## config.mk

```make
export PLATFORM = sky130hd
export DESIGN_NAME = seq1010_frame_tx
export DESIGN_NICKNAME = d
export VERILOG_FILES = /design/src/rtl/seq1010_frame_tx.sv
export SDC_FILE = /design/constraint.sdc
export NUM_CORES = 1
export LEC_CHECK = 0
export CAP_MARGIN = 20
export CORE_MARGIN = 2
export CORE_UTILIZATION = 45
export DETAILED_ROUTE_END_ITERATION = 7
export PLACE_DENSITY = 0.69
export REMOVE_ABC_BUFFERS = 1
export SYNTH_ARGS = -nofsm -noshare
export SYNTH_HDL_FRONTEND = slang
export SYNTH_SLANG_ARGS = --single-unit
export TNS_END_PERCENT = 50
```

## constraint.sdc

```tcl
create_clock -name clk -period 3 [get_ports clk]
set_input_delay 0.45 -clock clk [delete_from_list [all_inputs] [get_ports clk]]
set_output_delay 0.45 -clock clk [all_outputs]
set_load 0.005 [all_outputs]
```

## src/rtl/seq1010_frame_tx.sv

```systemverilog
// Serial frame transmitter: preamble, payload MSB-first, optional even parity, then a zero gap.
// The whole frame is preloaded into one shift register so d_out is simply its registered MSB.
module seq1010_frame_tx #(
    parameter int               DATA_W    = 8,
    parameter int               PRE_W     = 4,
    parameter logic [PRE_W-1:0] PREAMBLE  = 4'b1010,
    parameter int               PARITY_EN = 1,
    parameter int               GAP_CYC   = 2
) (
    input  logic              clk,
    input  logic              reset,
    input  logic [DATA_W-1:0] din,
    input  logic              din_valid,
    output logic              din_ready,
    output logic              d_out,
    output logic              tx_active,
    output logic              frame_done,
    output logic [2:0]        present
);

    localparam int PAR_BITS = (PARITY_EN != 0) ? 1 : 0;
    localparam int FRAME_W  = PRE_W + DATA_W + PAR_BITS;
    localparam int MAX_A    = (PRE_W > DATA_W) ? PRE_W : DATA_W;
    localparam int MAX_B    = (MAX_A > GAP_CYC) ? MAX_A : GAP_CYC;
    localparam int MAX_C    = (MAX_B > 1) ? MAX_B : 1;
    localparam int CNT_W    = $clog2(MAX_C + 1);

    localparam logic [CNT_W-1:0] PRE_LOAD  = CNT_W'(PRE_W - 1);
    localparam logic [CNT_W-1:0] DATA_LOAD = CNT_W'(DATA_W - 1);
    localparam logic [CNT_W-1:0] GAP_LOAD  = CNT_W'((GAP_CYC > 0) ? GAP_CYC - 1 : 0);
    localparam logic [CNT_W-1:0] CNT_ZERO  = '0;

    typedef enum logic [2:0] {
        ST_IDLE = 3'b000,
        ST_PRE  = 3'b001,
        ST_DATA = 3'b010,
        ST_PAR  = 3'b011,
        ST_GAP  = 3'b100
    } state_t;

    state_t             state_reg, state_next;
    logic [CNT_W-1:0]   cnt_reg, cnt_next;
    logic [FRAME_W-1:0] shift_reg, shift_next;
    logic [FRAME_W-1:0] frame_load;
    logic               tx_active_reg, tx_active_next;
    logic               din_ready_reg, din_ready_next;
    logic               frame_done_reg, frame_done_next;

    // Parity is computed from din on the accept edge, i.e. from the latched word.
    generate
        if (PARITY_EN != 0) begin : g_par
            assign frame_load = {PREAMBLE, din, ^din};
        end else begin : g_nopar
            assign frame_load = {PREAMBLE, din};
        end
    endgenerate

    always_comb begin
        state_next = state_reg;
        cnt_next   = cnt_reg;
        shift_next = shift_reg << 1;
        case (state_reg)
            ST_IDLE: begin
                if (din_valid) begin
                    state_next = ST_PRE;
                    cnt_next   = PRE_LOAD;
                    shift_next = frame_load;
                end
            end
            ST_PRE: begin
                if (cnt_reg == CNT_ZERO) begin
                    state_next = ST_DATA;
                    cnt_next   = DATA_LOAD;
                end else begin
                    cnt_next = cnt_reg - 1'b1;
                end
            end
            ST_DATA: begin
                if (cnt_reg != CNT_ZERO) begin
                    cnt_next = cnt_reg - 1'b1;
                end else if (PARITY_EN != 0) begin
                    state_next = ST_PAR;
                    cnt_next   = CNT_ZERO;
                end else if (GAP_CYC > 0) begin
                    state_next = ST_GAP;
                    cnt_next   = GAP_LOAD;
                end else begin
                    state_next = ST_IDLE;
                    cnt_next   = CNT_ZERO;
                end
            end
            ST_PAR: begin
                if (GAP_CYC > 0) begin
                    state_next = ST_GAP;
                    cnt_next   = GAP_LOAD;
                end else begin
                    state_next = ST_IDLE;
                    cnt_next   = CNT_ZERO;
                end
            end
            ST_GAP: begin
                if (cnt_reg == CNT_ZERO) begin
                    state_next = ST_IDLE;
                end else begin
                    cnt_next = cnt_reg - 1'b1;
                end
            end
            default: begin
                state_next = ST_IDLE;
                cnt_next   = CNT_ZERO;
                shift_next = '0;
            end
        endcase

        // Flags are derived from the next state so they line up with it after the edge.
        tx_active_next  = state_next inside {ST_PRE, ST_DATA, ST_PAR};
        din_ready_next  = (state_next == ST_IDLE);
        frame_done_next = (state_next == ST_IDLE) && (state_reg inside {ST_DATA, ST_PAR, ST_GAP});
    end

    always_ff @(posedge clk or posedge reset) begin
        if (reset) begin
            state_reg      <= ST_IDLE;
            cnt_reg        <= '0;
            shift_reg      <= '0;
            tx_active_reg  <= 1'b0;
            din_ready_reg  <= 1'b1;
            frame_done_reg <= 1'b0;
        end else begin
            state_reg      <= state_next;
            cnt_reg        <= cnt_next;
            shift_reg      <= shift_next;
            tx_active_reg  <= tx_active_next;
            din_ready_reg  <= din_ready_next;
            frame_done_reg <= frame_done_next;
        end
    end

    assign d_out      = shift_reg[FRAME_W-1];
    assign tx_active  = tx_active_reg;
    assign din_ready  = din_ready_reg;
    assign frame_done = frame_done_reg;
    assign present    = state_reg;

endmodule
```

==> run_results.csv <==
group,metric,value,unit
finish,largest_reg_flops,13,
global_routing,grt-busiest-layer,"met2",
finish,design_area,0.00143,mm2
synth,ys_seq_area_frac,0.472,
synth,synth_warnings,0,
synth,avgSynthCellArea,9.55,um2
setup_path,crit_path_max_fanout,21,
detailed_routing,wirelength,2.49,mm
place,dpl_cell_area,0.00140,mm2
finish,seqCellArea,577,um2
synth,synth-edff-count,0,
power_and_ir_drop,ir_drop,0.000636,V
finish,synthToLayoutAreaGrowth,17.1,%
detailed_routing,via_per_inst,5.71,
global_routing,antenna_found_initial,0,
power_and_ir_drop,p_leak,0.610,nW
timing,clock.fmax,0.477,GHz
finish,fillers,225,
detailed_routing,antenna_left,0,
floorplan,core,0.00252,mm2
synth,synth-main-ff-cell,"dfrtp_1",
global_routing,grtUsageTotal,0.175,
global_routing,grt_pass1_wl,4.44,mm
timing,whs,0.477,ns
place,dp_hpwl,1.89,mm
run_status,status,"finished clean",
timing,skew,0.00767,ns
finish,utilization,0.567,
clock_tree,path_clk_slew,0.12,ns
global_routing,grt_use_met3,0.0535,
global_routing,grt_max_degree,24,
clock_tree,root_buffer,"clkbuf_4",
clock_tree,clock_sinks,23,
worst_hold_path,min_path_type,"reg2reg",
synth,syn_area,0.00122,mm2
detailed_routing,drt_iter0_drc,18,
finish,drive_gt1_frac,0.0704,
clock_tree,clockBufferDepth,2,
floorplan,die-area,0.00315,mm2
place,port_buffers,17,
setup_path,worst_setup_path_start_kind,"register",
global_routing,overflow,0,
clock_tree,numCtsBuffers,3,
timing,hold_viol_final,0,
floorplan,dieHeight,56.1,um
clock_tree,worstSkewPairLatency,0.31,ns
setup_path,cp.required,2.55,ns
clock_tree,cts_tree,"done",
setup_path,endpoint_kind,"output pin",
setup_path,arrival,1.64,ns
setup_path,path_cells,"clkdlybuf4s50_1",
timing,slew_violations,0,
timing,tightest_slew,0.851,ns
global_routing,grt_pass1_vias,1008,
detailed_routing,avgRoutedWirePerCell,14.5,um
synth,ys_types,36,
detailed_routing,drt-pass1-iter-count,4,
flow_run,maxCapViolCount,0,
timing,period_share,0.698,
timing,setup_viol,0,
timing,slew_headroom,0.432,
global_routing,met1_usage,0.224,
clock_tree,cts.hold.buffers_added,0,
timing,final.setup.tns,0,ns
synth,async_reset_ff_frac,1.00,
clock_tree,postCtsSetupRepairBufs,0,
floorplan,io_pins,18,
detailed_routing,num_vias,982,
clock_tree,htree_levels,1,
setup_path,cp_slowest_cell,"dfrtp_1",
floorplan,fp-row-count,18,
finish,nets,156,
global_routing,met2_usage,0.294,
place,gp_congestion,0.806,
floorplan,start_util,0.485,
synth,ys_ff_latch,23,
finish,num_antenna_cells,0,
timing,rsz0062_at_grt,"false",
setup_path,crit_type,"reg2out",
clock_tree,ctsResizeCount,0,
floorplan,die_w,56.1,um
timing,min_period,2.09,ns
finish,multi_input_comb_area,591,um2
power_and_ir_drop,p_per_area,1030,mW/mm2
setup_path,crit_family,"flip-flops",
detailed_routing,drc,0,
setup_path,max_stage_delay,0.73,ns
synth,synthCells,128,
setup_path,critPathBufInv,1,
[power breakdown]
group	leakage, nW	total (mW)	switching [mW]	internal, mW
logic	0.305	0.749	0.388	0.361
registers	0.291	0.587	0.141	0.447
clock network	0.0139	0.141	0.0899	0.0509
total	0.610	1.48	0.618	0.859
[metrics by stage]
stage                     instances  total power, mW  setup slack, ns
after floorplan                 119             1.07             1.25
after global placement          168             1.32             1.00
after detailed placement        168             1.34            0.933
after CTS                       172             1.49            0.873
after global routing            172             1.62            0.796
final                           172             1.48            0.905
[worst paths after layout]
| path | from | to | slack, ns | cells past startpoint |
|---|---|---|---|---|
| setup / recovery | present[2]$_DFF_PP0_ | present[2] | 0.91 | 1 |
| setup reg to reg | cnt_reg[0]$_DFFE_PP0P_ | tx_active$_DFF_PP0_ | 1.01 | 6 |
| max in group asynchronous | reset | frame_done$_DFF_PP0_ | 1.88 | 2 |
| min in group asynchronous | reset | cnt_reg[1]$_DFFE_PP0P_ | 0.60 | 2 |
| hold reg to reg | shift_reg[8]$_DFF_PP0_ | shift_reg[9]$_DFF_PP0_ | 0.48 | 1 |
| hold / removal | shift_reg[8]$_DFF_PP0_ | shift_reg[9]$_DFF_PP0_ | 0.48 | 1 |
[layout by cell type (no fill, tap or decap), types with 2 or more instances in the layout]
cell type        Yosys  routed
ha_1                 2       2
clkbuf_4             0       3
o211a_1              2       2
o22ai_1              2       2
buf_4                0       2
nor2_1               9       9
o21ai_0              8       8
inv_1                3       3
nand3_1              2       2
nand2_1             14      14
o21ai_1              5       5
or2_1                2       2
a21oi_1              6       6
nor3_1               3       3
and2_1               3       3
a22oi_1             11      11
dfrtp_1             22      22
nor2b_1              3       3
clkdlybuf4s50_1      0      17
xnor2_1              7       7
[worst register-to-register path: cells and delay by family (launching register included)]
| family | cells | cell delay (ns) |
|---|---|---|
| simple gates | 3 | 0.85 |
| fa+ha+maj | 1 | 0.17 |
| compound gates | 1 | 0.34 |
| flops | 1 | 0.43 |
| buf+inv | 1 | 0.14 |
[cells in the mapped netlist (2+ instances only)]
| library cell | n | area (um2) |
|---|---|---|
| ha_1 | 2 | 25.0 |
| dfrtp_1 | 22 | 551 |
| nor2_1 | 9 | 33.8 |
| inv_1 | 3 | 11.3 |
| o21ai_1 | 5 | 25.0 |
| a22oi_1 | 11 | 82.6 |
| nand3_1 | 2 | 10.0 |
| o22ai_1 | 2 | 12.5 |
| buf_2 | 2 | 10.0 |
| nor3_1 | 3 | 15.0 |
| or2_1 | 2 | 12.5 |
| nand2_1 | 14 | 52.6 |
| nor2b_1 | 3 | 18.8 |
| o211a_1 | 2 | 20.0 |
| and2_1 | 3 | 18.8 |
| o21ai_0 | 8 | 40.0 |
| a21oi_1 | 6 | 30.0 |
| xnor2_1 | 7 | 61.3 |
| clkbuf_1 | 5 | 18.8 |
[cells by family after synthesis]
logic type | share of synthesized area
AO/OA/AOI/OAI | 0.233
AND/OR/NAND/NOR | 0.172
buffers and inverters | 0.0450
adder cells (fa/ha/maj) | 0.0205
XOR/XNOR | 0.0573
flip-flops | 0.472
[area by class of cell]
cell class,count,area share
clock buffer,3,0.0157
clock inverter,1,0.00524
inverter,3,0.00787
multi-input combinational,93,0.413
sequential,23,0.403
tap,30,0.0262
timing repair buffer,19,0.129
[per-layer routing]
metal	part of all wire	vias to the layer above	wire (um)
met1	0.48	482	1190
met5	0	-	0
li1	-	483	-
met4	0.0032	0	8
met2	0.48	15	1190
met3	0.040	2	100
Note: power is estimated with default switching activity, not from simulation.
